--- src/rtl/ts4231_multi_configurator.sv ---
// Configures NUM_SENSORS TS4231 front ends in parallel. It waits for light,
// bit-bangs CFG_WORD over E/D, reads it back and compares it. Failing channels
// are retried up to MAX_RETRIES times.
// Ports: clk, rst_n (async, active-low); e_in/d_in pad inputs;
//        e_out/e_oe, d_out/d_oe pad drive values and enables (1 = drive);
//        busy (sequence running), done (sticky), cfg_ok (per-channel pass).
module ts4231_multi_configurator #(
    parameter int unsigned          NUM_SENSORS   = 4,
    parameter int unsigned          CFG_WIDTH     = 15,
    parameter logic [CFG_WIDTH-1:0] CFG_WORD      = CFG_WIDTH'(15'h392B),
    parameter int unsigned          PHASE_CYCLES  = 6,
    parameter int unsigned          LIGHT_TIMEOUT = 1000000,
    parameter int unsigned          MAX_RETRIES   = 3
) (
    input  logic                   clk,
    input  logic                   rst_n,
    input  logic [NUM_SENSORS-1:0] e_in,
    output logic [NUM_SENSORS-1:0] e_out,
    output logic [NUM_SENSORS-1:0] e_oe,
    input  logic [NUM_SENSORS-1:0] d_in,
    output logic [NUM_SENSORS-1:0] d_out,
    output logic [NUM_SENSORS-1:0] d_oe,
    output logic                   busy,
    output logic                   done,
    output logic [NUM_SENSORS-1:0] cfg_ok
);

    localparam int unsigned PH_W  = $clog2(PHASE_CYCLES);
    localparam int unsigned BIT_W = $clog2(CFG_WIDTH + 1);
    localparam int unsigned RET_W = (MAX_RETRIES > 0) ? $clog2(MAX_RETRIES + 1) : 1;
    localparam int unsigned TO_W  = $clog2(LIGHT_TIMEOUT + 1);

    typedef enum logic [2:0] {
        S_WAIT_LIGHT,
        S_WRITE,
        S_READ,
        S_CHECK,
        S_DONE
    } state_t;

    // Section of one 3*CFG_WIDTH+5 phase transfer
    typedef enum logic [1:0] {
        SEC_START,
        SEC_BITS,
        SEC_STOP
    } sec_t;

    state_t                               state_q, state_d;
    sec_t                                 sec_q, sec_d;
    logic [1:0]                           sub_q, sub_d;
    logic [PH_W-1:0]                      ph_q, ph_d;
    logic [BIT_W-1:0]                     bit_q, bit_d;
    logic [RET_W-1:0]                     retry_q, retry_d;
    logic [TO_W-1:0]                      to_q, to_d;
    logic [NUM_SENSORS-1:0]               lit_q, lit_d;
    logic [NUM_SENSORS-1:0]               mask_q, mask_d;
    logic [NUM_SENSORS-1:0]               ok_q, ok_d;
    logic [NUM_SENSORS-1:0][CFG_WIDTH-1:0] sr_q, sr_d;
    logic [NUM_SENSORS-1:0]               e_s1_q, e_s2_q, e_s3_q, d_s1_q, d_s2_q;
    logic [NUM_SENSORS-1:0]               e_out_q, e_out_d, e_oe_q, e_oe_d;
    logic [NUM_SENSORS-1:0]               d_out_q, d_out_d, d_oe_q, d_oe_d;
    logic                                 busy_q, busy_d, done_q, done_d;

    logic [NUM_SENSORS-1:0] pass_c, remain_c;
    logic                   seq_end_c;
    logic [BIT_W-1:0]       wb_idx_c;
    logic [2:0]             lines_c;

    // Per-phase line levels, packed as {E, D, D drive enable}
    function automatic logic [2:0] bus_lines(input sec_t sec, input logic [1:0] sub,
                                             input logic wbit, input logic rd);
        logic [2:0] l;
        l = 3'b001;
        case (sec)
            SEC_START: begin
                case (sub)
                    2'd0:    l = 3'b111;
                    2'd1:    l = 3'b101;
                    default: l = 3'b001;
                endcase
            end
            SEC_BITS: l = {sub == 2'd1, wbit & ~rd, ~rd};
            SEC_STOP: l = (sub == 2'd0) ? 3'b101 : 3'b111;
            default:  l = 3'b001;
        endcase
        return l;
    endfunction

    // Next-state, counters and registered-output values
    always_comb begin
        state_d   = state_q;
        sec_d     = sec_q;
        sub_d     = sub_q;
        ph_d      = ph_q;
        bit_d     = bit_q;
        retry_d   = retry_q;
        to_d      = to_q;
        lit_d     = lit_q;
        mask_d    = mask_q;
        ok_d      = ok_q;
        sr_d      = sr_q;
        pass_c    = '0;
        remain_c  = '0;
        seq_end_c = 1'b0;

        case (state_q)
            S_WAIT_LIGHT: begin
                // A channel lighting on the timeout cycle still counts as lit
                lit_d = lit_q | (e_s2_q & ~e_s3_q);
                sec_d = SEC_START;
                sub_d = '0;
                ph_d  = '0;
                bit_d = '0;
                if (&lit_d) begin
                    state_d = S_WRITE;
                    mask_d  = lit_d;
                end else if (to_q == TO_W'(LIGHT_TIMEOUT - 1)) begin
                    to_d = '0;
                    if (|lit_d) begin
                        state_d = S_WRITE;
                        mask_d  = lit_d;
                    end
                end else begin
                    to_d = to_q + TO_W'(1);
                end
            end

            S_WRITE, S_READ: begin
                // Capture readback on the last cycle of the E-high phase
                if (state_q == S_READ && sec_q == SEC_BITS && sub_q == 2'd1 &&
                    ph_q == PH_W'(PHASE_CYCLES - 1)) begin
                    for (int i = 0; i < int'(NUM_SENSORS); i++) begin
                        sr_d[i] = {sr_q[i][CFG_WIDTH-2:0], d_s2_q[i]};
                    end
                end
                if (ph_q == PH_W'(PHASE_CYCLES - 1)) begin
                    ph_d = '0;
                    case (sec_q)
                        SEC_START: begin
                            if (sub_q == 2'd2) begin
                                sec_d = SEC_BITS;
                                sub_d = '0;
                                bit_d = '0;
                            end else begin
                                sub_d = sub_q + 2'd1;
                            end
                        end
                        SEC_BITS: begin
                            if (sub_q == 2'd2) begin
                                sub_d = '0;
                                if (bit_q == BIT_W'(CFG_WIDTH - 1)) begin
                                    sec_d = SEC_STOP;
                                end else begin
                                    bit_d = bit_q + BIT_W'(1);
                                end
                            end else begin
                                sub_d = sub_q + 2'd1;
                            end
                        end
                        SEC_STOP: begin
                            if (sub_q == 2'd1) begin
                                seq_end_c = 1'b1;
                            end else begin
                                sub_d = sub_q + 2'd1;
                            end
                        end
                        default: sec_d = SEC_START;
                    endcase
                end else begin
                    ph_d = ph_q + PH_W'(1);
                end
                if (seq_end_c) begin
                    sec_d   = SEC_START;
                    sub_d   = '0;
                    bit_d   = '0;
                    state_d = (state_q == S_WRITE) ? S_READ : S_CHECK;
                end
            end

            S_CHECK: begin
                for (int i = 0; i < int'(NUM_SENSORS); i++) begin
                    pass_c[i] = mask_q[i] && (sr_q[i] == CFG_WORD);
                end
                ok_d     = ok_q | pass_c;
                remain_c = mask_q & ~pass_c;
                if (remain_c == '0 || retry_q == RET_W'(MAX_RETRIES)) begin
                    state_d = S_DONE;
                    mask_d  = '0;
                end else begin
                    state_d = S_WRITE;
                    mask_d  = remain_c;
                    retry_d = retry_q + RET_W'(1);
                end
            end

            S_DONE:  state_d = S_DONE;
            default: state_d = S_WAIT_LIGHT;
        endcase

        // Outputs follow the next phase so pad levels line up with the counters
        wb_idx_c = BIT_W'(CFG_WIDTH - 1) - bit_d;
        lines_c  = bus_lines(sec_d, sub_d, CFG_WORD[wb_idx_c], state_d == S_READ);
        e_oe_d   = '0;
        e_out_d  = '0;
        d_oe_d   = '0;
        d_out_d  = '0;
        if (state_d == S_WRITE || state_d == S_READ) begin
            e_oe_d  = mask_d;
            e_out_d = mask_d & {NUM_SENSORS{lines_c[2]}};
            d_out_d = mask_d & {NUM_SENSORS{lines_c[1]}};
            d_oe_d  = mask_d & {NUM_SENSORS{lines_c[0]}};
        end else if (state_d == S_CHECK) begin
            // Hold the idle (1,1) level between transfers
            e_oe_d  = mask_d;
            e_out_d = mask_d;
            d_oe_d  = mask_d;
            d_out_d = mask_d;
        end
        busy_d = (state_d != S_DONE);
        done_d = (state_d == S_DONE);
    end

    // State, synchronisers and output registers
    always_ff @(posedge clk or negedge rst_n) begin
        if (!rst_n) begin
            state_q <= S_WAIT_LIGHT;
            sec_q   <= SEC_START;
            sub_q   <= '0;
            ph_q    <= '0;
            bit_q   <= '0;
            retry_q <= '0;
            to_q    <= '0;
            lit_q   <= '0;
            mask_q  <= '0;
            ok_q    <= '0;
            sr_q    <= '0;
            e_s1_q  <= '0;
            e_s2_q  <= '0;
            e_s3_q  <= '0;
            d_s1_q  <= '0;
            d_s2_q  <= '0;
            e_out_q <= '0;
            e_oe_q  <= '0;
            d_out_q <= '0;
            d_oe_q  <= '0;
            busy_q  <= 1'b0;
            done_q  <= 1'b0;
        end else begin
            state_q <= state_d;
            sec_q   <= sec_d;
            sub_q   <= sub_d;
            ph_q    <= ph_d;
            bit_q   <= bit_d;
            retry_q <= retry_d;
            to_q    <= to_d;
            lit_q   <= lit_d;
            mask_q  <= mask_d;
            ok_q    <= ok_d;
            sr_q    <= sr_d;
            e_s1_q  <= e_in;
            e_s2_q  <= e_s1_q;
            e_s3_q  <= e_s2_q;
            d_s1_q  <= d_in;
            d_s2_q  <= d_s1_q;
            e_out_q <= e_out_d;
            e_oe_q  <= e_oe_d;
            d_out_q <= d_out_d;
            d_oe_q  <= d_oe_d;
            busy_q  <= busy_d;
            done_q  <= done_d;
        end
    end

    assign e_out  = e_out_q;
    assign e_oe   = e_oe_q;
    assign d_out  = d_out_q;
    assign d_oe   = d_oe_q;
    assign busy   = busy_q;
    assign done   = done_q;
    assign cfg_ok = ok_q;

endmodule
--- config.mk ---
export PLATFORM = sky130hd
export DESIGN_NAME = ts4231_multi_configurator
export DESIGN_NICKNAME = d
export VERILOG_FILES = /design/src/rtl/ts4231_multi_configurator.sv
export SDC_FILE = /design/constraint.sdc
export NUM_CORES = 1
export LEC_CHECK = 0
export ABC_AREA = 1
export CELL_PAD_IN_SITES_DETAIL_PLACEMENT = 1
export CELL_PAD_IN_SITES_GLOBAL_PLACEMENT = 2
export CORE_MARGIN = 1.5
export CORE_UTILIZATION = 40
export CTS_CLUSTER_DIAMETER = 40
export DETAILED_ROUTE_END_ITERATION = 10
export DONT_BUFFER_PORTS = 1
export GPL_TIMING_DRIVEN = 0
export PLACE_DENSITY = 0.75
export SLEW_MARGIN = 20
export SYNTH_ARGS = -nofsm -noshare
export SYNTH_HDL_FRONTEND = slang
export SYNTH_SLANG_ARGS = --single-unit
--- constraint.sdc ---
create_clock -name clk -period 4.79 [get_ports clk]
set_input_delay 0 -clock clk [delete_from_list [all_inputs] [get_ports clk]]
set_output_delay 0 -clock clk [all_outputs]
set_load 0.02 [all_outputs]
; ---- After elaboration in Yosys (flattened, before gate mapping)
; Memory sizes are Yosys's and may differ from the RTL's.
; Cells that the tools add are included.
[word_totals]
n_memories = 1
rom_bits = 16
elab_cells = 140
inputBits = 10
register_bits = 146
[op_classes]
n_addsub = 6
n_reduce_logical = 22
n_mux = 48
eq_ne = 24
bitwise = 13
magnitude_cmp = 1
[mem_list]
columns = name, depth, width, read_ports, rd_clocked_by_memory_dff, wr, line_no
row1 = (name not given), 16, 1, 1, 0, 0, 202  ; lines_c = bus_lines(sec_d, sub_d, CFG_WORD[wb_idx_c], state_d == S_READ);
[ops]
columns = cell, count
row1 = equality test 15 x 14 -> 1 bit (second input constant), 4
row2 = 2-to-1 mux 4 bit, 14
row3 = case mux 4 bit (2 select lines), 3
row4 = adder 20 x 1 -> 20 bit (second input constant), 1
row5 = AND 4 bit, 5
row6 = equality test 20 bit (second input constant), 1
row7 = 2-to-1 mux 2 bit, 10
row8 = 2-to-1 mux 20 bit, 1
row9 = 2-to-1 mux 3 bit, 6
row10 = equality test 3 x 2 -> 1 bit (second input constant), 4
row11 = case mux 2 bit (2 select lines), 3
row12 = case mux 3 bit (2 select lines), 2
row13 = case mux 3 bit (4 select lines), 1
row14 = equality test 3 bit (second input constant), 3
row15 = case mux 3 bit (3 select lines), 1
row16 = equality test 2 x 1 -> 1 bit (second input constant), 4
row17 = equality test 2 bit (second input constant), 4
row18 = inverter 4 bit, 2
row19 = OR 4 bit, 2
row20 = logical AND 1 bit, 7
row21 = equality test 3 x 1 -> 1 bit (second input constant), 2
row22 = logical NOT 2 bit, 3
row23 = 2-to-1 mux 1 bit, 6
row24 = case mux 2 bit (3 select lines), 1
row25 = 17 further kinds, 24

; ---- Longest topological paths before layout
; Gate-level depths: netlist (run 1).
[logic_depth]
depth_word = 14
depth_mapped = 15
ltp_nobuf = 15

; ---- Worst setup path before layout (run 1)
; No wires, ideal clock.
[synth_path]
path_type = reg-to-reg
start = reg to_q[0]
end = reg d_oe_q[0], in the netlist d_oe[0]
path_buffers = 0
path_stages_with_launch = 12
period_less_slack_ps = 1722
arrival_time_ps = 1597
slack_ps = 3068
path_cell_list = dfrtp_1 ha_1 nand3_2 clkinv_1 nand2_2 nor2_4 nand3_2 nand2_1 a21oi_2 nand3_1 nor2_1 nor2_1
[synth_via]
elab_chain_len = 9
word_cells_on_any_way = 16
classes_between = 4 x eq/ne / 9 x mux / 2 x bitwise / 1 x reduce/logical
[synth_rtl]
columns = item, line_no
row1 = "start, declared", 54  ; logic [TO_W-1:0] to_q, to_d;
row2 = "start signal, assigned", 255  ; to_q <= to_d;
row3 = equality test 20 bit *, 117  ; end else if (to_q == TO_W'(LIGHT_TIMEOUT - 1)) begin
row4 = 2-to-1 mux 3 bit, 117
row5 = 2-to-1 mux 3 bit, 114  ; if (&lit_d) begin
row6 = case mux 3 bit (4 select lines), 106  ; case (state_q)
row7 = equality test 3 x 2 -> 1 bit, "202, 207"
row8 = inverter 1 bit, 82  ; SEC_BITS: l = {sub == 2'd1, wbit & ~rd, ~rd};
row9 = case mux 3 bit (3 select lines), 74  ; case (sec)
row10 = AND 4 bit, 211  ; d_oe_d = mask_d & {NUM_SENSORS{lines_c[0]}};
row11 = 2-to-1 mux 4 bit *, 207  ; if (state_d == S_WRITE || state_d == S_READ) begin
row12 = net d_oe_d[0], 61  ; logic [NUM_SENSORS-1:0] d_out_q, d_out_d, d_oe_q, d_oe_d;
row13 = "end signal, assigned", 268  ; d_oe_q <= d_oe_d;
row14 = "end, declared", 61
; Mark *: on every way through the listed nets, which the timed path passes. The rest lies on a longest branch.
; A chain may end at the register's enable or synchronous reset.

; ---- Final worst setup path (run 1)
[layout_path]
start = reg to_q[0]
end = reg e_out_q[1], in the netlist e_out[1]
[layout_via]
word_cells_on_any_way = 14
classes_between = 4 x eq/ne / 8 x mux / 1 x bitwise / 1 x reduce/logical
[layout_rtl]
columns = item, line_no
row1 = equality test 20 bit *, 117
row2 = 2-to-1 mux 4 bit *, 117
row3 = 2-to-1 mux 4 bit *, 114
row4 = case mux 4 bit (2 select lines) *, 106
row5 = net mask_d[1], 56  ; logic [NUM_SENSORS-1:0] mask_q, mask_d;
row6 = 2-to-1 mux 4 bit or AND 4 bit (tied branches), "212, 209"
row7 = 2-to-1 mux 4 bit *, 207
row8 = net e_out_d[1], 60  ; logic [NUM_SENSORS-1:0] e_out_q, e_out_d, e_oe_q, e_oe_d;
row9 = "end signal, assigned", 265  ; e_out_q <= e_out_d;
row10 = "end, declared", 60
; Marked as above.

==> metrics.md, run 1 <==
| Metric | Value |
|---|---|
| Status | `complete, no violations` |
| Unrepaired setup endpoints after global routing | `false` |
| Total die area | `0.01698 mm²` |
| Drt pass-1 iters | `4` |
| Initial DRC count | `217` |
| Reg2Reg Depth | `13` |
| Detail Placement HPWL | `10.07 mm` |
| Vias per cell | `5.018` |
| CP max FO | `5` |
| Top-Level Pins | `32` |
| CTS Buf Count | `17` |
| Largest registers | `sr_q (60), to_q (20)` |
| Rows | `46` |
| Max cap viols | `0` |
| Most frequent cell after synthesis | `dfrtp_1` |
| Max Transition Viols Final | `0` |
| Antenna diode count | `0` |
| DRT antenna net count | `0` |
| Peak VDD IR | `0.0002744 V` |
| Slew margin rel. | `48.95%` |
| Clock Root Buffer | `clkbuf_16` |
| Crit path time final | `2.068 ns` |
| Hold_sp | `d_in[3]` |
| Setup bufs post-CTS | `0` |
| Nets@finish | `716` |
| Initial antenna violation count | `0` |
| Max reg flops | `60` |
| Top cell type's share of synthesized area | `56.37%` |
| Register area share after synthesis | `56.37%` |
| Async set-reset flop share out of synthesis | `100.0%` |
| Min-Delay Endpoint | `d_s1_q[3]` |
| Yosys reg bits | `146` |
| Tot GR Track Use | `18.87%` |
| Share of cells above drive strength 1 | `15.97%` |
| Dpl cell area | `0.006751 mm²` |
| Total Routed Length | `14.57 mm` |
| Gate Count Post-Synth | `673` |
| Avg Inst Size Synth | `9.630 µm²` |
| Critical path class | `flop to flop` |
| Post-synth EDFFs | `0` |
| Clock sink count | `146` |
| Reg-to-reg slack, setup | `2.72 ns` |
| RR Endpoint | `e_out[1]` |
| Critical-path cell list | `ha_1 > nand3_2 > clkinv_1 > nand2_2 > nor2_4 > nand2_2 > clkinv_1 > nand3_1 > nand3_1 > a21oi_1 > o21ai_1 > nand2_1 > nor2_1` |
| Synth top area cells | `dfrtp_1 (56%), nand2_1 (7.3%), mux2_2 (6.1%)` |
| Worst-Skew Late Latency | `0.42 ns` |
| Dpl ws | `2.698 ns` |
| Die span in y | `130.3 µm` |
| Largest Register | `sr_q` |
| Resized Gates After CTS | `0` |
| Period utilisation layout | `43.18%` |
| Static leakage | `3.416 nW` |
| Crit-path slowest cell | `dfrtp_1` |
| Number of buffers added on ports | `0` |
| Final Skew | `0.008695 ns` |
| Setup TNS | `0 ns` |
| CP arrival | `2.35 ns` |
| Yosys top cell by area | `dfrtp_1` |
| CTS tree | `yes` |
| Final worst slack | `2.722 ns` |
| Predominant post-synthesis flop cell | `dfrtp_1` |
| Final hold slack | `0.1333 ns` |
| Clock buffer depth | `2` |
| Wirelength per Cell | `15.67 µm` |
| Core area | `0.01583 mm²` |
| Hold depth | `1` |
| Global-route wire length before repair | `24.84 mm` |
| Routability cong. | `0.8088` |
| CP Capture Type | `flop` |
| Post-Route Utilization | `47.05%` |
| Maximum clock frequency | `0.4835 GHz` |
| CTS HTree Levels | `4` |
| Setup violations, final | `0` |
| Initial core utilization | `40.95%` |
| Largest net degree at the start of global routing | `147` |
| Final Cell Area | `0.007447 mm²` |
| Area Growth Syn to Fin | `14.90%` |
| GRT overflow | `0` |
| Yosys cell types | `42` |
| Yosys warns | `0` |
| Via count | `4667` |
| Hold Buf Count CTS | `10` |
| PD cells | `450.0 mW/mm²` |
| Clock Pin Slew Worst Setup and Hold Paths | `0.06 ns` |
| Final Hold Viols | `0` |
| Post-synth top cells | `dfrtp_1 (146), nand2_1 (126), inv_1 (91)` |
| Post-Synthesis Cell Area | `0.006481 mm²` |
| CP max stage delay | `0.41 ns` |
| Tightest Pin Transition | `0.7657 ns` |
| Net count after synthesis | `687` |
| Worst Hold Class | `input port to flop` |
| R2R Path Start | `to_q[0]` |
| Drt drc | `0` |
| Die W | `130.3 µm` |
| Crit path launch type | `flop` |
| Worst EP required | `5.07 ns` |
| Vias in the first global route | `5021` |
[cell families after synthesis]
kind of cell	share of synthesized area (%)
adders and majority gates	0.7722
muxes	6.081
and+or+nand+nor	20.33
AOI/OAI and AO/OA	8.070
DFF	56.37
buffers and inverters	6.892
xor gates and xnor gates	1.487
[how the worst max path moves through the flow]
| stage | slack, ns | end | startpoint | cells after the start |
|---|---|---|---|---|
| 2_1_floorplan | 3.07 | d_oe[0] | to_q[0] | 11 |
| 3_3_place_gp | 2.75 | d_oe[0] | to_q[0] | 11 |
| 3_5_place_dp | 2.70 | d_oe[2] | to_q[0] | 11 |
| 4_1_cts | 2.68 | d_oe[0] | to_q[0] | 11 |
| 5_1_grt | 2.51 | d_out[3] | bit_q[0] | 14 |
| 6_report | 2.72 | e_out[1] | to_q[0] | 13 |
[stage by stage]
stage / instances / total power [mW]
2_1_floorplan: 673 / 1.895
3_3_place_gp: 889 / 2.012
3_5_place_dp: 889 / 2.036
4_1_cts: 930 / 3.399
5_1_grt: 930 / 3.535
6_report: 930 / 3.351
[power breakdown]
part | switching (mW) | internal [mW] | total [mW]
registers | 0.178 | 1.37 | 1.55
clock network | 0.526 | 0.782 | 1.31
logic | 0.347 | 0.148 | 0.495
total | 1.05 | 2.30 | 3.35
[cell usage in the layout, fill, tap and decap left out, drive strengths merged, types with 2 or more instances in the layout]
cell / count
a21boi: 3
a21oi: 17
a22oi: 2
buf: 7
bufinv: 2
clkbuf: 25
clkinv: 6
clkinvlp: 3
dfrtp: 146
dlygate4sd3: 9
ha: 4
inv: 103
mux2: 35
nand2: 134
nand3: 38
nand3b: 2
nand4: 22
nor2: 57
nor3: 12
nor4: 6
o211ai: 2
o21ai: 55
o21bai: 7
xnor2: 3
xor2: 8
[critical path, delay by kind of cell (launching register included)]
family                   cells  cell delay, ns
flip-flops                   1            0.41
AND/OR/NAND/NOR              8            0.74
AO/OA/AOI/OAI                2            0.29
adder cells (fa/ha/maj)      1            0.24
buffers and inverters        2            0.23
[layer usage]
layer	wire [µm]	global-route usage [%]	vias to the layer above
li1	-	-	2244
met1	6855	23.66	2352
met2	7087	31.92	47
met3	386	4.346	24
met4	244	6.863	0
met5	0	0	-
[layout make-up]
| type | instances | area, µm² |
|---|---|---|
| buffer | 11 | 55.05 |
| clock inverter | 11 | 131.4 |
| multi-input combinational | 413 | 2381 |
| fill | 1771 | 8381 |
| inverter | 103 | 391.6 |
| sequential | 146 | 3654 |
| timing repair buffer | 10 | 117.6 |
| clock buffer | 20 | 446.7 |
| tap | 216 | 270.3 |
Note: power is estimated with default switching activity, not from simulation.
==> run 2: changes to the inputs <==
ABC_AREA = 0   (was 1)
PLACE_DENSITY = 0.72   (was 0.75)
clock period = 1.9 ns   (was 4.79 ns; I/O delays follow)
==> metrics.md, run 2 <==
| Metric | Value |
|---|---|
| Final Hold Viols | `146 (was 0)` |
| Largest net degree at the start of global routing | `147 (unchanged)` |
| Tot GR Track Use | `17.81% (was 18.87%)` |
| Wirelength per Cell | `17.33 µm (was 15.67 µm)` |
| Net count after synthesis | `510 (was 687)` |
| Max cap viols | `0 (unchanged)` |
| Tightest Pin Transition | `0.5070 ns (was 0.7657 ns)` |
| R2R Path Start | `sr_q[51] (was to_q[0])` |
| Critical path class | `flop to flop (unchanged)` |
| Clock sink count | `146 (unchanged)` |
| Core area | `0.01526 mm² (was 0.01583 mm²)` |
| Top cell type's share of synthesized area | `58.04% (was 56.37%)` |
| Largest Register | `sr_q (unchanged)` |
| Period utilisation layout | `116.6% (was 43.18%)` |
| Drt pass-1 iters | `4 (unchanged)` |
| Top-Level Pins | `32 (unchanged)` |
| Critical-path cell list | `or4b_4 > nor4_4 > nand2b_4 > a41oi_4 > a21oi_4 > a21oi_4 > nor2b_1 (was ha_1 > nand3_2 > clkinv_1 > nand2_2 > nor2_4 > nand2_2 > clkinv_1 > nand3_1 > nand3_1 > a21oi_1 > o21ai_1 > nand2_1 > nor2_1)` |
| Number of buffers added on ports | `0 (unchanged)` |
| Antenna diode count | `0 (unchanged)` |
| Post-synthesis simple-gate area fraction | `14.51% (was 20.33%)` |
| Seq pwr share | `45.9% (was 46.2%)` |
| Crit-path slowest cell | `or4b_4 (was dfrtp_1)` |
| Gate Count Post-Synth | `496 (was 673)` |
| CP max FO | `5 (unchanged)` |
| Sw frac | `28.81% (was 31.35%)` |
| Post-synth top cells | `dfrtp_1 (146), mux2_2 (62), nor2_1 (37) (was dfrtp_1 (146), nand2_1 (126), inv_1 (91))` |
| Post-Route Utilization | `52.89% (was 47.05%)` |
| CTS tree | `yes (unchanged)` |
| DRT antenna net count | `0 (unchanged)` |
| Crit path time final | `2.216 ns (was 2.068 ns)` |
| Worst Hold Class | `input port to asynchronous set/reset pin (was input port to flop)` |
| Share of cells above drive strength 1 | `43.23% (was 15.97%)` |
| Slew margin rel. | `66.08% (was 48.95%)` |
| Static leakage | `3.638 nW (was 3.416 nW)` |
| Vias in the first global route | `4295 (was 5021)` |
| Sw Pwr | `2.411 mW (was 1.051 mW)` |
| Yosys warns | `0 (unchanged)` |
| Failing checks | `hold timing, setup timing` |
| Worst EP required | `2.20 ns (was 5.07 ns)` |
| Most common cell after layout, fill and taps aside | `dfrtp_1 (unchanged)` |
| Vias per cell | `5.276 (was 5.018)` |
| Final hold slack | `-0.7310 ns (was 0.1333 ns)` |
| Setup violations, final | `24 (was 0)` |
| Worst-Skew Late Latency | `0.43 ns (was 0.42 ns)` |
| Yosys top cell by area | `dfrtp_1 (unchanged)` |
| Buf/Inv on CP | `0 (was 2)` |
| Hold Buf Count CTS | `8 (was 10)` |
| Comb pwr share | `15.6% (was 14.8%)` |
| Rows | `45 (was 46)` |
| CP arrival | `2.52 ns (was 2.35 ns)` |
| Max reg flops | `60 (unchanged)` |
| Adder-cell share of the synthesized area | `0.7951% (was 0.7722%)` |
| Post-Synthesis Cell Area | `0.006295 mm² (was 0.006481 mm²)` |
| Mux contribution to synthesized area | `11.41% (was 6.081%)` |
| Die span in y | `128.4 µm (was 130.3 µm)` |
| Crit path launch type | `flop (unchanged)` |
| Delay-heaviest family, CP | `simple AND/OR/NAND/NOR gates (unchanged)` |
| Drt drc | `0 (unchanged)` |
| Most frequent cell after synthesis | `dfrtp_1 (unchanged)` |
| GRT overflow | `0 (unchanged)` |
| Register area share after synthesis | `58.04% (was 56.37%)` |
| Clock Root Buffer | `clkbuf_16 (unchanged)` |
| Clock buffer depth | `2 (unchanged)` |
| Routability cong. | `0.7761 (was 0.8088)` |
| Most frequent cells in the layout | `dfrtp_1 (136), mux2_2 (61), buf_4 (39), nor2_1 (29), nand2_1 (19) (was dfrtp_1 (146), nand2_1 (126), inv_1 (91), nor2_1 (49), o21ai_0 (47))` |
| Power, Total | `8.368 mW (was 3.351 mW)` |
| Compound-gate portion of the synthesized area | `10.77% (was 8.069%)` |
| Clock power share | `38.5% (was 39.0%)` |
| PD cells | `1037 mW/mm² (was 450.0 mW/mm²)` |
| Unrepaired setup endpoints after global routing | `true (was false)` |
| Initial antenna violation count | `0 (unchanged)` |
| CTS Buf Count | `17 (unchanged)` |
| Nets@finish | `577 (was 716)` |
| Initial core utilization | `41.25% (was 40.95%)` |
| Area Growth Syn to Fin | `28.21% (was 14.90%)` |
| Largest registers | `sr_q (60), to_q (20) (unchanged)` |
| Post-synthesis xor/xnor area fraction | `2.365% (was 1.486%)` |
| Cell mode on critical path | `a21oi_4` |
| Total Routed Length | `13.64 mm (was 14.57 mm)` |
| Peak VDD IR | `0.0006663 V (was 0.0002744 V)` |
| Async set-reset flop share out of synthesis | `100.0% (unchanged)` |
| Total die area | `0.01650 mm² (was 0.01698 mm²)` |
| CTS HTree Levels | `4 (unchanged)` |
| Max Transition Viols Final | `0 (unchanged)` |
| Largest family of logic cells by synthesized area | `simple AND/OR/NAND/NOR gates (unchanged)` |
| Final worst slack | `-0.3158 ns (was 2.722 ns)` |
| Initial DRC count | `266 (was 217)` |
| CP Capture Type | `flop (unchanged)` |
| Maximum clock frequency | `0.4513 GHz (was 0.4835 GHz)` |
| Worst Setup SP | `sr_q[51] (was to_q[0])` |
| Global-route wire length before repair | `22.40 mm (was 24.84 mm)` |
| Predominant post-synthesis flop cell | `dfrtp_1 (unchanged)` |
| Status | `finished with violations (was complete, no violations)` |
| Clock Pin Slew Worst Setup and Hold Paths | `0.06 ns (about the same)` |
| Synth top area cells | `dfrtp_1 (58%), mux2_2 (11%), nor2_1 (2.2%) (was dfrtp_1 (56%), nand2_1 (7.3%), mux2_2 (6.1%))` |
| Post-synth EDFFs | `0 (unchanged)` |
| Yosys cell types | `71 (was 42)` |
| Via count | `4152 (was 4667)` |
| Yosys reg bits | `146 (unchanged)` |
| P_int | `5.957 mW (was 2.301 mW)` |
| Avg Inst Size Synth | `12.69 µm² (was 9.630 µm²)` |
| Final Skew | `0.007117 ns (was 0.008695 ns)` |
| Die W | `128.4 µm (was 130.3 µm)` |
| CP max stage delay | `0.57 ns (was 0.41 ns)` |
| Detail Placement HPWL | `8.630 mm (was 10.07 mm)` |
run 2: what timing repair did:
action,CTS,global route
setup buffers,15,23
pin swaps,11,27
gates cloned,1,1
setup endpoints to repair,102,99
gates resized for setup,54,71
endpoints found under the hold margin,154,146
run 2: logic make-up (layout without fill, tap and decap cells):
kind of cell	count (synthesis)	count (layout)
adder cells (fa/ha/maj)	4	4
multiplexers	64	64
AO/OA/AOI/OAI	81	81
AND/OR/NAND/NOR	155	155
buffers and inverters	29	109
flip-flops	146	146
XOR/XNOR	17	17
run 2: path summary, 6_finish.rpt:
path	cells past startpoint	end	slack, ns
max	7	e_out[2]	-0.32
min	0	to_q[19]	-0.73
max reg2reg	7	e_out[2]	-0.32
min reg2reg	0	d_s2_q[2]	0.35
max in group asynchronous	0	to_q[6]	2.34
min in group clk	1	d_s1_q[2]	0.13
run 2: power by group through the flow:
| stage | sequential [mW] | combinational, mW | clock (mW) |
|---|---|---|---|
| CTS | 3.83 | 1.15 | 3.32 |
| floorplan | 3.81 | 0.807 | 0 |
| finish | 3.84 | 1.31 | 3.22 |
| detailed placement | 3.88 | 1.01 | 0 |
| global route | 3.89 | 1.44 | 3.46 |
| global placement | 3.87 | 0.982 | 0 |
run 2: through the flow:
stage                     hold slack [ns]  cells  TNS, ns  worst slack, ns  cell area, µm²
after floorplan                   -0.2956    496  -0.7514          -0.1093            6349
after global placement            -0.2906    707   -22.67          -0.4672            6613
after detailed placement          -0.2901    707   -28.30          -0.4360            6613
after CTS                         -0.7525    763   -5.561          -0.3003            7631
after global routing              -0.7464    787   -7.836          -0.4002            8070
final                             -0.7310    787   -5.702          -0.3158            8070
run 2: final cells by class:
cell class	count	area, µm²
buffer	18	143.9
timing repair buffer	48	406.6
clock inverter	10	101.3
clock buffer	22	474.2
inverter	11	41.29
fill	1527	7188
sequential	146	3666
multi-input combinational	321	2973
tap	211	264.0
run 2: metal layers:
layer  part of all wire (%)  routed length, µm  GRT usage (%)
met1                     44               6055          22.11
met4                    1.9                262          7.997
met2                     51               6932          29.89
met5                      0                  0              0
met3                    2.8                386          4.033
==> run 3: changes to the inputs <==
ABC_AREA = 1   (was 0)
BUFFER_PORTS_ARGS = -buffer_cell sky130_fd_sc_hd__buf_4   (was default)
CORE_UTILIZATION = 35   (was 40)
DONT_BUFFER_PORTS = default   (was 1)
PLACE_DENSITY = 0.71   (was 0.72)
==> metrics.md, run 3 (synthesis gave the netlist of run 1 again) <==
| Metric | Value |
|---|---|
| Crit path launch type | `flop (unchanged)` |
| Clock Pin Slew Worst Setup and Hold Paths | `0.06 ns (about the same)` |
| Clock sink count | `146 (unchanged)` |
| Period utilisation layout | `99.84% (was 116.6%)` |
| Max reg flops | `60 (unchanged)` |
| Share of cells above drive strength 1 | `31.27% (was 43.23%)` |
| Antenna diode count | `0 (unchanged)` |
| Drt drc | `2 (was 0)` |
| Initial antenna violation count | `0 (unchanged)` |
| Setup violations, final | `0 (was 24)` |
| Static leakage | `3.793 nW (was 3.638 nW)` |
| Initial core utilization | `35.84% (was 41.25%)` |
| Drt pass-1 iters | `7 (was 4)` |
| Final Skew | `0.008576 ns (was 0.007117 ns)` |
| FILL cells | `2017 (was 1527)` |
| Die W | `139.1 µm (was 128.4 µm)` |
| Clock Root Buffer | `clkbuf_16 (unchanged)` |
| Status | `finished with violations (unchanged)` |
| Max cap viols | `0 (unchanged)` |
| Worst EP required | `2.25 ns (was 2.20 ns)` |
| Critical path class | `flop to flop (unchanged)` |
| Core area | `0.01809 mm² (was 0.01526 mm²)` |
| Nets@finish | `778 (was 577)` |
| CP max FO | `4 (was 5)` |
| GRT overflow | `0 (unchanged)` |
| CTS tree | `yes (unchanged)` |
| PD cells | `1132 mW/mm² (was 1037 mW/mm²)` |
| Final Non-Filler Cells | `1006 (was 787)` |
| Largest Register | `sr_q (unchanged)` |
| Clock buffer depth | `2 (unchanged)` |
| Total Routed Length | `15.45 mm (was 13.64 mm)` |
| Via count | `4858 (was 4152)` |
| Detail Placement HPWL | `10.53 mm (was 8.630 mm)` |
| Top-Level Pins | `32 (unchanged)` |
| R2R Path Start | `sub_q[0] (was sr_q[51])` |
| Number of buffers added on ports | `31 (was 0)` |
| Reg2Reg Depth | `13 (was 7)` |
| Reg-to-reg slack, setup | `0.003 ns (was -0.32 ns)` |
| Vias per cell | `4.829 (was 5.276)` |
| Routability cong. | `0.7788 (was 0.7761)` |
| DRT antenna net count | `0 (unchanged)` |
| Final Hold Viols | `0 (was 146)` |
| Total die area | `0.01934 mm² (was 0.01650 mm²)` |
| CTS HTree Levels | `4 (unchanged)` |
| CP arrival | `2.25 ns (was 2.52 ns)` |
| CTS Buf Count | `17 (unchanged)` |
| Failing checks | `DRC (was hold timing, setup timing)` |
| Slew margin rel. | `68.52% (was 66.08%)` |
| Global-route wire length before repair | `26.19 mm (was 22.40 mm)` |
| Maximum clock frequency | `0.5271 GHz (was 0.4513 GHz)` |
| Most frequent cells in the layout | `dfrtp_1 (141), nand2_1 (110), inv_1 (82), buf_4 (60), o21ai_0 (45) (was dfrtp_1 (136), mux2_2 (61), buf_4 (39), nor2_1 (29), nand2_1 (19))` |
| Crit path time final | `1.897 ns (was 2.216 ns)` |
| Tot GR Track Use | `16.85% (was 17.81%)` |
| Unrepaired setup endpoints after global routing | `true (unchanged)` |
| Largest registers | `sr_q (60), to_q (20) (unchanged)` |
| Rows | `49 (was 45)` |
| Tightest Pin Transition | `0.4706 ns (was 0.5070 ns)` |
| CP Capture Type | `flop (unchanged)` |
| Wirelength per Cell | `15.36 µm (was 17.33 µm)` |
| Worst-Skew Late Latency | `0.42 ns (was 0.43 ns)` |
| Die span in y | `139.1 µm (was 128.4 µm)` |
| Vias in the first global route | `5342 (was 4295)` |
| RR Endpoint | `d_out[2] (was e_out[2])` |
| Max Transition Viols Final | `0 (unchanged)` |
| Initial DRC count | `149 (was 266)` |
| Area Growth Syn to Fin | `27.36% (was 28.21%)` |
| Final Cell Area | `0.008254 mm² (was 0.008070 mm²)` |
| Dpl cells | `934 (was 707)` |
| Most common cell after layout, fill and taps aside | `dfrtp_1 (unchanged)` |
| Peak VDD IR | `0.0006747 V (was 0.0006663 V)` |
| Worst Hold Class | `input port to asynchronous set/reset pin (unchanged)` |
| Dpl cell area | `0.007036 mm² (was 0.006613 mm²)` |
| Largest net degree at the start of global routing | `94 (was 147)` |
## run 3: changes by cell type in the layout (fill, tap and decap cells not counted), moves of 9 or more
cell and delta:
nand4_1 +9, nand2_1 +91, mux2_2 -27, buf_4 +21, o21ai_0 +29, inv_1 +72, nor2b_1 -12, inv_2 +16
nand3_1 +15, nand2_2 +21
## run 3: report_power, final
group | total, mW | leakage, nW | switching, mW | internal, mW
combinational | 2.15 | 1.58 | 1.32 | 0.837
sequential | 3.70 | 1.91 | 0.251 | 3.45
clock | 3.49 | 0.297 | 1.48 | 2.01
total | 9.35 | 3.79 | 3.05 | 6.30
## run 3: critical path: stages, from the launching register on
cell and delay [ns]:
dfrtp_2 0.45, inv_1 0.09, nand2_1 0.12, o21bai_1 0.22
nand2_1 0.10, nand2_1 0.06, nand2_1 0.05, nand2_1 0.05
nand2_1 0.06, nand2_2 0.10, nand2_2 0.07, a21oi_4 0.18
nand3_4 0.12, a21oi_2 0.15
## run 3: repair_timing
| action | 4_1_cts | 5_1_grt |
|---|---|---|
| gates resized for setup | 35 | 56 |
| hold buffers | 9 | 0 |
| setup buffers | 17 | 14 |
| pin swaps | 17 | 31 |
| endpoints found under the hold margin | 154 | 0 |
| endpoints found under the setup margin | 48 | 59 |
## run 3: layer usage
| metal | vias to the layer above | GRT usage (%) | share of wire (%) |
|---|---|---|---|
| li1 | 2380 | - | - |
| met1 | 2431 | 21.30 | 46 |
| met2 | 34 | 28.82 | 51 |
| met3 | 13 | 4.489 | 2.7 |
| met4 | 0 | 4.031 | 0.80 |
| met5 | - | 0 | 0 |
## run 3: through the flow
stage / util, % / total power [mW] / setup slack, ns / hold slack [ns] / setup TNS (ns)
6_report: 45.64 / 9.347 / 0.002998 / 0.08734 / 0
3_3_place_gp: 38.71 / 5.392 / -0.1806 / 0.1095 / -4.422
3_5_place_dp: 38.90 / 5.467 / -0.2036 / -0.05246 / -6.128
5_1_grt: 45.64 / 9.858 / -0.1447 / 0.1195 / -2.318
2_1_floorplan: - / 4.778 / 0.1777 / -0.2956 / 0
4_1_cts: 44.05 / 9.214 / 0.001692 / 0.09973 / 0
## run 3: layout make-up
| class | count | area (µm²) | area share (%) |
|---|---|---|---|
| sequential | 146 | 3660 | 44.34 |
| multi-input combinational | 413 | 2636 | 31.94 |
| clock inverter | 15 | 186.4 | 2.259 |
| timing repair buffer | 72 | 598.1 | 7.246 |
| tap | 229 | 286.5 | 3.471 |
| buffer | 11 | 65.06 | 0.7882 |
| clock buffer | 17 | 425.4 | 5.154 |
| inverter | 103 | 396.6 | 4.805 |
## run 3: worst max-delay path by stage
stage / from / to / slack [ns] / cells after the start
after floorplan: to_q[0] / d_oe[0] / 0.18 / 11
after global placement: to_q[0] / d_oe[1] / -0.18 / 11
after detailed placement: sec_q[0] / sr_q[43] / -0.20 / 9
after CTS: ph_q[1] / d_out[0] / 0.002 / 13
after global routing: sr_q[42] / e_out[1] / -0.14 / 11
final: sub_q[0] / d_out[2] / 0.003 / 13
